<file path="src/rtl/track_render.sv">
// Two-stage lane/obstacle pixel renderer: per-frame obstacle snapshot, sync
// alignment and one collision pulse per frame.
module track_render #(
   parameter int NUM_LANES       = 3,
   parameter int NUM_OBSTACLES   = 10,
   parameter int LANE_HEIGHT     = 256,
   parameter int OBSTACLE_WIDTH  = 64,
   parameter int OBSTACLE_MARGIN = 16,
   parameter int INDICATOR_WIDTH = 16,
   parameter int PLAYER_X        = 64,
   parameter int PLAYER_W        = 32,
   parameter int BLINK_FRAMES    = 8,
   localparam int LANE_BITS      = $clog2(NUM_LANES)
) (
   input  logic                               system_clock_in,
   input  logic                               reset_in,
   input  logic [10:0]                        hcount,
   input  logic [9:0]                         vcount,
   input  logic                               hsync,
   input  logic                               vsync,
   input  logic                               blank,
   input  logic [NUM_OBSTACLES-1:0]           obstacle_active_in,
   input  logic [NUM_OBSTACLES*LANE_BITS-1:0] obstacle_lane_in,
   input  logic [NUM_OBSTACLES*11-1:0]        obstacle_position_in,
   input  logic [LANE_BITS-1:0]               lane,
   input  logic                               jump,
   output logic                               hsync_out,
   output logic                               vsync_out,
   output logic                               blank_out,
   output logic [11:0]                        rgb,
   output logic                               collision
);

   localparam int FC_BITS = $clog2(2 * BLINK_FRAMES);
   localparam logic [FC_BITS-1:0] FC_MAX   = FC_BITS'(2 * BLINK_FRAMES - 1);
   localparam logic [FC_BITS-1:0] FC_BLINK = FC_BITS'(BLINK_FRAMES);
   localparam logic [10:0] LANE_H    = 11'(LANE_HEIGHT);
   localparam logic [10:0] TRACK_H   = 11'(NUM_LANES * LANE_HEIGHT);
   localparam logic [10:0] MARGIN_TOP = 11'(OBSTACLE_MARGIN);
   localparam logic [10:0] MARGIN_BOT = 11'(LANE_HEIGHT - OBSTACLE_MARGIN);
   localparam logic [10:0] IND_W     = 11'(INDICATOR_WIDTH);
   localparam logic [10:0] OBS_W     = 11'(OBSTACLE_WIDTH);
   localparam logic [10:0] PLAYER_LO = 11'(PLAYER_X);
   localparam logic [10:0] PLAYER_HI = 11'(PLAYER_X + PLAYER_W);

   function automatic logic [11:0] slot_colour(input int idx);
      case (idx)
         32'sd0:  slot_colour = 12'hF00;
         32'sd1:  slot_colour = 12'h0F0;
         32'sd2:  slot_colour = 12'hFF0;
         default: slot_colour = 12'hFFF;
      endcase
   endfunction

   logic                               vsync_hist_r;
   logic                               frame_edge_s;
   logic [NUM_OBSTACLES-1:0]           snap_active_r;
   logic [NUM_OBSTACLES*LANE_BITS-1:0] snap_lane_r;
   logic [NUM_OBSTACLES*11-1:0]        snap_pos_r;
   logic [FC_BITS-1:0]                 frame_cnt_r;

   logic [10:0]              vc_s, lane_idx_s, offset_s;
   logic                     in_track_s, margin_s, indicator_s, lane_match_s, player_s;
   logic [NUM_OBSTACLES-1:0] hit_s;

   logic                     hsync_d1_r, vsync_d1_r, blank_d1_r;
   logic                     in_track_r, margin_r, indicator_r, lane_match_r, player_r, jump_r;
   logic [LANE_BITS-1:0]     lane_idx_r;
   logic [NUM_OBSTACLES-1:0] hit_r;

   logic [11:0] hit_colour_s, ind_colour_s, rgb_next_s;
   logic        any_hit_s, set_s, sticky_r;

   assign frame_edge_s = vsync_hist_r & ~vsync;

   // Falling-vsync detection, obstacle snapshot and blink frame counter.
   always_ff @(posedge system_clock_in or posedge reset_in) begin
      if (reset_in) begin
         vsync_hist_r  <= 1'b1;
         snap_active_r <= '0;
         snap_lane_r   <= '0;
         snap_pos_r    <= '0;
         frame_cnt_r   <= '0;
      end else begin
         vsync_hist_r <= vsync;
         if (frame_edge_s) begin
            snap_active_r <= obstacle_active_in;
            snap_lane_r   <= obstacle_lane_in;
            snap_pos_r    <= obstacle_position_in;
            frame_cnt_r   <= (frame_cnt_r == FC_MAX) ? '0 : frame_cnt_r + 1'b1;
         end else begin
            frame_cnt_r <= frame_cnt_r;
         end
      end
   end

   // Stage 1 geometry: lane decode, margins and per-slot coverage against the snapshot.
   always_comb begin
      vc_s         = {1'b0, vcount};
      lane_idx_s   = vc_s / LANE_H;
      offset_s     = vc_s - (lane_idx_s * LANE_H);
      in_track_s   = vc_s < TRACK_H;
      margin_s     = (offset_s < MARGIN_TOP) || (offset_s > MARGIN_BOT);
      indicator_s  = hcount < IND_W;
      lane_match_s = lane_idx_s == 11'(lane);
      player_s     = lane_match_s && (hcount >= PLAYER_LO) && (hcount < PLAYER_HI);
      hit_s        = '0;
      // pos < OBS_W guards the pos - OBS_W underflow, so pos 0 draws nothing.
      for (int i = 0; i < NUM_OBSTACLES; i++) begin
         hit_s[i] = snap_active_r[i]
                 && (11'(snap_lane_r[i*LANE_BITS +: LANE_BITS]) == lane_idx_s)
                 && (hcount < snap_pos_r[i*11 +: 11])
                 && ((snap_pos_r[i*11 +: 11] < OBS_W)
                     || (hcount > (snap_pos_r[i*11 +: 11] - OBS_W)));
      end
   end

   // Stage 1 registers plus the sync shift register.
   always_ff @(posedge system_clock_in or posedge reset_in) begin
      if (reset_in) begin
         hsync_d1_r   <= 1'b1;
         vsync_d1_r   <= 1'b1;
         blank_d1_r   <= 1'b1;
         hsync_out    <= 1'b1;
         vsync_out    <= 1'b1;
         blank_out    <= 1'b1;
         in_track_r   <= 1'b0;
         margin_r     <= 1'b0;
         indicator_r  <= 1'b0;
         lane_match_r <= 1'b0;
         player_r     <= 1'b0;
         jump_r       <= 1'b0;
         lane_idx_r   <= '0;
         hit_r        <= '0;
      end else begin
         hsync_d1_r   <= hsync;
         vsync_d1_r   <= vsync;
         blank_d1_r   <= blank;
         hsync_out    <= hsync_d1_r;
         vsync_out    <= vsync_d1_r;
         blank_out    <= blank_d1_r;
         in_track_r   <= in_track_s;
         margin_r     <= margin_s;
         indicator_r  <= indicator_s;
         lane_match_r <= lane_match_s;
         player_r     <= player_s;
         jump_r       <= jump;
         lane_idx_r   <= lane_idx_s[LANE_BITS-1:0];
         hit_r        <= hit_s;
      end
   end

   // Stage 2 colour priority and collision event.
   always_comb begin
      hit_colour_s = 12'hFFF;
      for (int i = NUM_OBSTACLES - 1; i >= 0; i--) begin
         hit_colour_s = hit_r[i] ? slot_colour(i) : hit_colour_s;
      end
      any_hit_s = |hit_r;

      if (!lane_match_r) begin
         ind_colour_s = 12'hFFF;
      end else if (!jump_r) begin
         ind_colour_s = 12'hF00;
      end else if (frame_cnt_r < FC_BLINK) begin
         ind_colour_s = 12'h0F0;
      end else begin
         ind_colour_s = 12'h000;
      end

      if (blank_d1_r) begin
         rgb_next_s = 12'h000;
      end else if (!in_track_r) begin
         rgb_next_s = 12'h000;
      end else if (indicator_r) begin
         rgb_next_s = ind_colour_s;
      end else if (!margin_r && any_hit_s) begin
         rgb_next_s = hit_colour_s;
      end else begin
         rgb_next_s = 12'(lane_idx_r) << 2;
      end

      set_s = !blank_d1_r && in_track_r && !margin_r && any_hit_s && player_r && !jump_r;
   end

   // Output pixel register and sticky collision; a same-cycle set beats the frame clear.
   always_ff @(posedge system_clock_in or posedge reset_in) begin
      if (reset_in) begin
         rgb       <= 12'h000;
         sticky_r  <= 1'b0;
         collision <= 1'b0;
      end else begin
         rgb       <= rgb_next_s;
         collision <= frame_edge_s ? sticky_r : 1'b0;
         if (set_s) begin
            sticky_r <= 1'b1;
         end else if (frame_edge_s) begin
            sticky_r <= 1'b0;
         end else begin
            sticky_r <= sticky_r;
         end
      end
   end

endmodule

</file>
<file path="config.mk">
export PLATFORM = sky130hd
export DESIGN_NAME = track_render
export DESIGN_NICKNAME = d
export VERILOG_FILES = /design/src/rtl/track_render.sv
export SDC_FILE = /design/constraint.sdc
export NUM_CORES = 1
export LEC_CHECK = 0
export CAP_MARGIN = 10
export CORE_MARGIN = 2
export CORE_UTILIZATION = 45
export CTS_CLUSTER_DIAMETER = 50
export DETAILED_ROUTE_END_ITERATION = 10
export DONT_BUFFER_PORTS = 1
export PLACE_DENSITY = 0.57
export SLEW_MARGIN = 15
export SYNTH_ARGS = -nofsm -noshare
export SYNTH_HDL_FRONTEND = slang
export SYNTH_SLANG_ARGS = --single-unit
</file>
<file path="constraint.sdc">
create_clock -name system_clock_in -period 10.4 [get_ports system_clock_in]
set_input_delay 2.08 -clock system_clock_in [delete_from_list [all_inputs] [get_ports system_clock_in]]
set_output_delay 2.08 -clock system_clock_in [all_outputs]
set_load 0.02 [all_outputs]
</file>
==> flow_metrics.tcl <==
set metrics [dict create \
    status "completed" \
    skew_ns 0.01522 \
    ctsResizeCount 0 \
    placed_cells 1515 \
    final_common_cell "nand2_1" \
    grtUsageMet3_pct 3.822 \
    wl_per_cell_um 18.15 \
    clock_latency_ns 0.44 \
    finalSetupTns_ns 0 \
    dieArea_sq_um 25880 \
    endpoint_kind "register" \
    grt_overflow 0 \
    cts_buffers 17 \
    antenna_left 0 \
    nets 1550 \
    synth_nets 1568 \
    syn_to_final_growth_pct 7.671 \
    synth_async_sr_flop_share_pct 100.0 \
    critPathMaxFanout 10 \
    ys_seq_elements 175 \
    clockBufferDepth 2 \
    multi_input_area_sq_um 6065 \
    die_y_um 160.9 \
    syn_area_sq_um 11080 \
    placed_area_sq_um 11350 \
    layout_common_cells "248 x nand2_1, 171 x ha_1, 169 x dfrtp_1" \
    routed_wl_mm 28.08 \
    drv_slew 0 \
    htreeDepth 4 \
    path_class "input pin to register" \
    start_kind "input pin" \
    drive_above_1_share_pct 4.170 \
    clock_sinks 175 \
    core_area_sq_um 24250 \
    ir_worst_vdd_uv 82.74 \
    synth_seq_area_share_pct 39.61 \
    worstPathArrival_ns 3.76 \
    required_ns 10.72 \
    start_util_pct 45.68 \
    rows 57 \
    synth_flop_cell "dfrtp_1" \
    power_per_cell_area_nw_per_um2 164.5 \
    crit_start "hcount[0]" \
    fin_crit_ns 3.434 \
    top_usage_layer "met2" \
    fmax_mhz 291.2 \
    antenna_found_initial 0 \
    grt_pass1_vias 8379 \
    io_pins 185 \
    grt_max_degree 247 \
    worst_pin_slew_ns 1.034 \
    antenna_cells 0 \
    place_congestion 0.8431 \
    regArea_sq_um 4387 \
    drv_cap 0 \
    met2_usage_pct 37.18 \
    r2r_slack_ns 7.92 \
    period_share_pct 33.02 \
    rsz0062_at_grt "no" \
    worstReg2RegEnd "hit_r[2]" \
    reg2reg_from "snap_pos_r[28]" \
    syn_area_per_cell_sq_um 9.019 \
    synth-edff-count 0 \
    grt_first_pass_wirelength_mm 45.29 \
    cts-root-buf "clkbuf_16" \
    use_met1_pct 31.04 \
    hold_path_class "register to register" \
    post_cts_buffers 0 \
    fillers 2381 \
    route.vias.total 8337 \
    leakagePower_nw 5.684 \
    whs_endpoint "hsync_out" \
    rr_worst_depth 8 \
    cts_tree "done" \
    drc 0 \
    dr.pass1.iters 5 \
    yosysUniqueCellTypes 50 \
    hold_buffers 0 \
    final_core_utilization_pct 49.18 \
    port_buffers 0 \
    hold_violations 0 \
    holdPathStages 0 \
    setup_viol 0 \
    drtIter0Drc 363 \
    hold_path_startpoint "hsync_d1_r" \
    dp_hpwl_mm 19.45 \
    final_area_sq_um 11930 \
    die_w_um 160.9 \
    synth_warnings 0 \
    fin_cells 1547 \
    synth_cells 1228 \
    path_clk_slew_ns 0.07 \
    relSlewSlack_pct 31.06 \
    track_usage_pct 22.51 \
    routed_via_density 5.389 \
]
[synthesized netlist by cell type (all sizes together), types with 4 or more instances]
| master | n | share of area (%) |
|---|---|---|
| a2111oi | 11 | 0.87 |
| a211oi | 16 | 1.1 |
| a21o | 10 | 0.69 |
| a21oi | 34 | 1.5 |
| a31oi | 4 | 0.23 |
| and3 | 7 | 0.41 |
| and4 | 4 | 0.32 |
| buf | 14 | 0.78 |
| clkbuf | 27 | 0.92 |
| dfrtp | 169 | 38 |
| dfstp | 6 | 1.4 |
| ha | 171 | 19 |
| inv | 119 | 4.0 |
| nand2 | 248 | 8.4 |
| nand2b | 28 | 1.6 |
| nand3 | 25 | 1.1 |
| nand4 | 9 | 0.51 |
| nor2 | 27 | 0.92 |
| nor2b | 11 | 0.62 |
| nor3 | 22 | 0.99 |
| nor4 | 5 | 0.28 |
| o2111ai | 5 | 0.40 |
| o211ai | 14 | 0.95 |
| o21a | 8 | 0.54 |
| o21ai | 129 | 5.8 |
| o221ai | 4 | 0.32 |
| o311ai | 4 | 0.32 |
| o31ai | 9 | 0.61 |
| xnor2 | 32 | 2.5 |
| xor2 | 21 | 1.7 |
[power by group]
group | leakage [nW] | internal (W) | switching (W)
combinational | 3.24 | 0.000214 | 0.000280
clock | 0.273 | 0.000339 | 0.000304
sequential | 2.17 | 0.000764 | 0.0000600
total | 5.68 | 0.00132 | 0.000645
[per-stage QoR]
stage               worst slack, ns  hold WS, ns  power (W)
finish                        6.966       0.3579   0.001962
floorplan                     3.585       0.3452   0.001221
detailed placement            6.508       0.3489   0.001331
CTS                           6.962       0.3600   0.001980
global route                  6.822       0.3658   0.002103
global placement              6.612       0.3452   0.001321
[critical path, cell delays in order]
cell,delay (ns)
inv_1,0.51
ha_1,0.24
nand2b_1,0.10
a21oi_1,0.07
o311ai_0,0.35
a21oi_1,0.12
a211oi_1,0.27
[sequential cells by signal, indices dropped and copies added, names as in the netlist, 2 cells and up]
register	flops
hit_r	10
snap_active_r	10
frame_cnt_r	4
snap_pos_r	110
lane_idx_r	2
snap_lane_r	20
rgb	5
[final cells by class]
| cell class | count | share of cell area (%) |
|---|---|---|
| clock buffers | 18 | 3.599 |
| clock inverters | 14 | 1.217 |
| inverters | 119 | 3.788 |
| multi-input cells | 893 | 50.86 |
| flip-flops and latches | 175 | 36.79 |
| well taps | 324 | 3.399 |
| repair buffers | 4 | 0.3567 |
[how the worst max path moves through the flow]
stage	endpoint	slack [ns]
6_report	hit_r[9]	6.97
5_1_grt	hit_r[9]	6.82
4_1_cts	hit_r[4]	6.96
3_5_place_dp	hit_r[4]	6.51
3_3_place_gp	hit_r[8]	6.61
2_1_floorplan	collision	3.58
[cells by family (layout without fill, tap and decap cells)]
family / Yosys count / after routing / share of synthesized area [%]
and+or+nand+nor: 404 / 404 / 16.47
AOI/OAI and AO/OA: 264 / 264 / 14.58
DFF: 175 / 175 / 39.61
adders and majority gates: 171 / 171 / 19.32
buffers and inverters: 160 / 155 / 5.728
xor gates and xnor gates: 53 / 53 / 4.191
muxes: 1 / 1 / 0.1017
[per-layer routing]
| metal | wire length (um) | up-vias |
|---|---|---|
| met5 | 0 | - |
| met4 | 301 | 0 |
| met3 | 1134 | 24 |
| met2 | 13070 | 185 |
| met1 | 13570 | 3942 |
| li1 | - | 4186 |
Note: power is estimated with default switching activity, not from simulation.
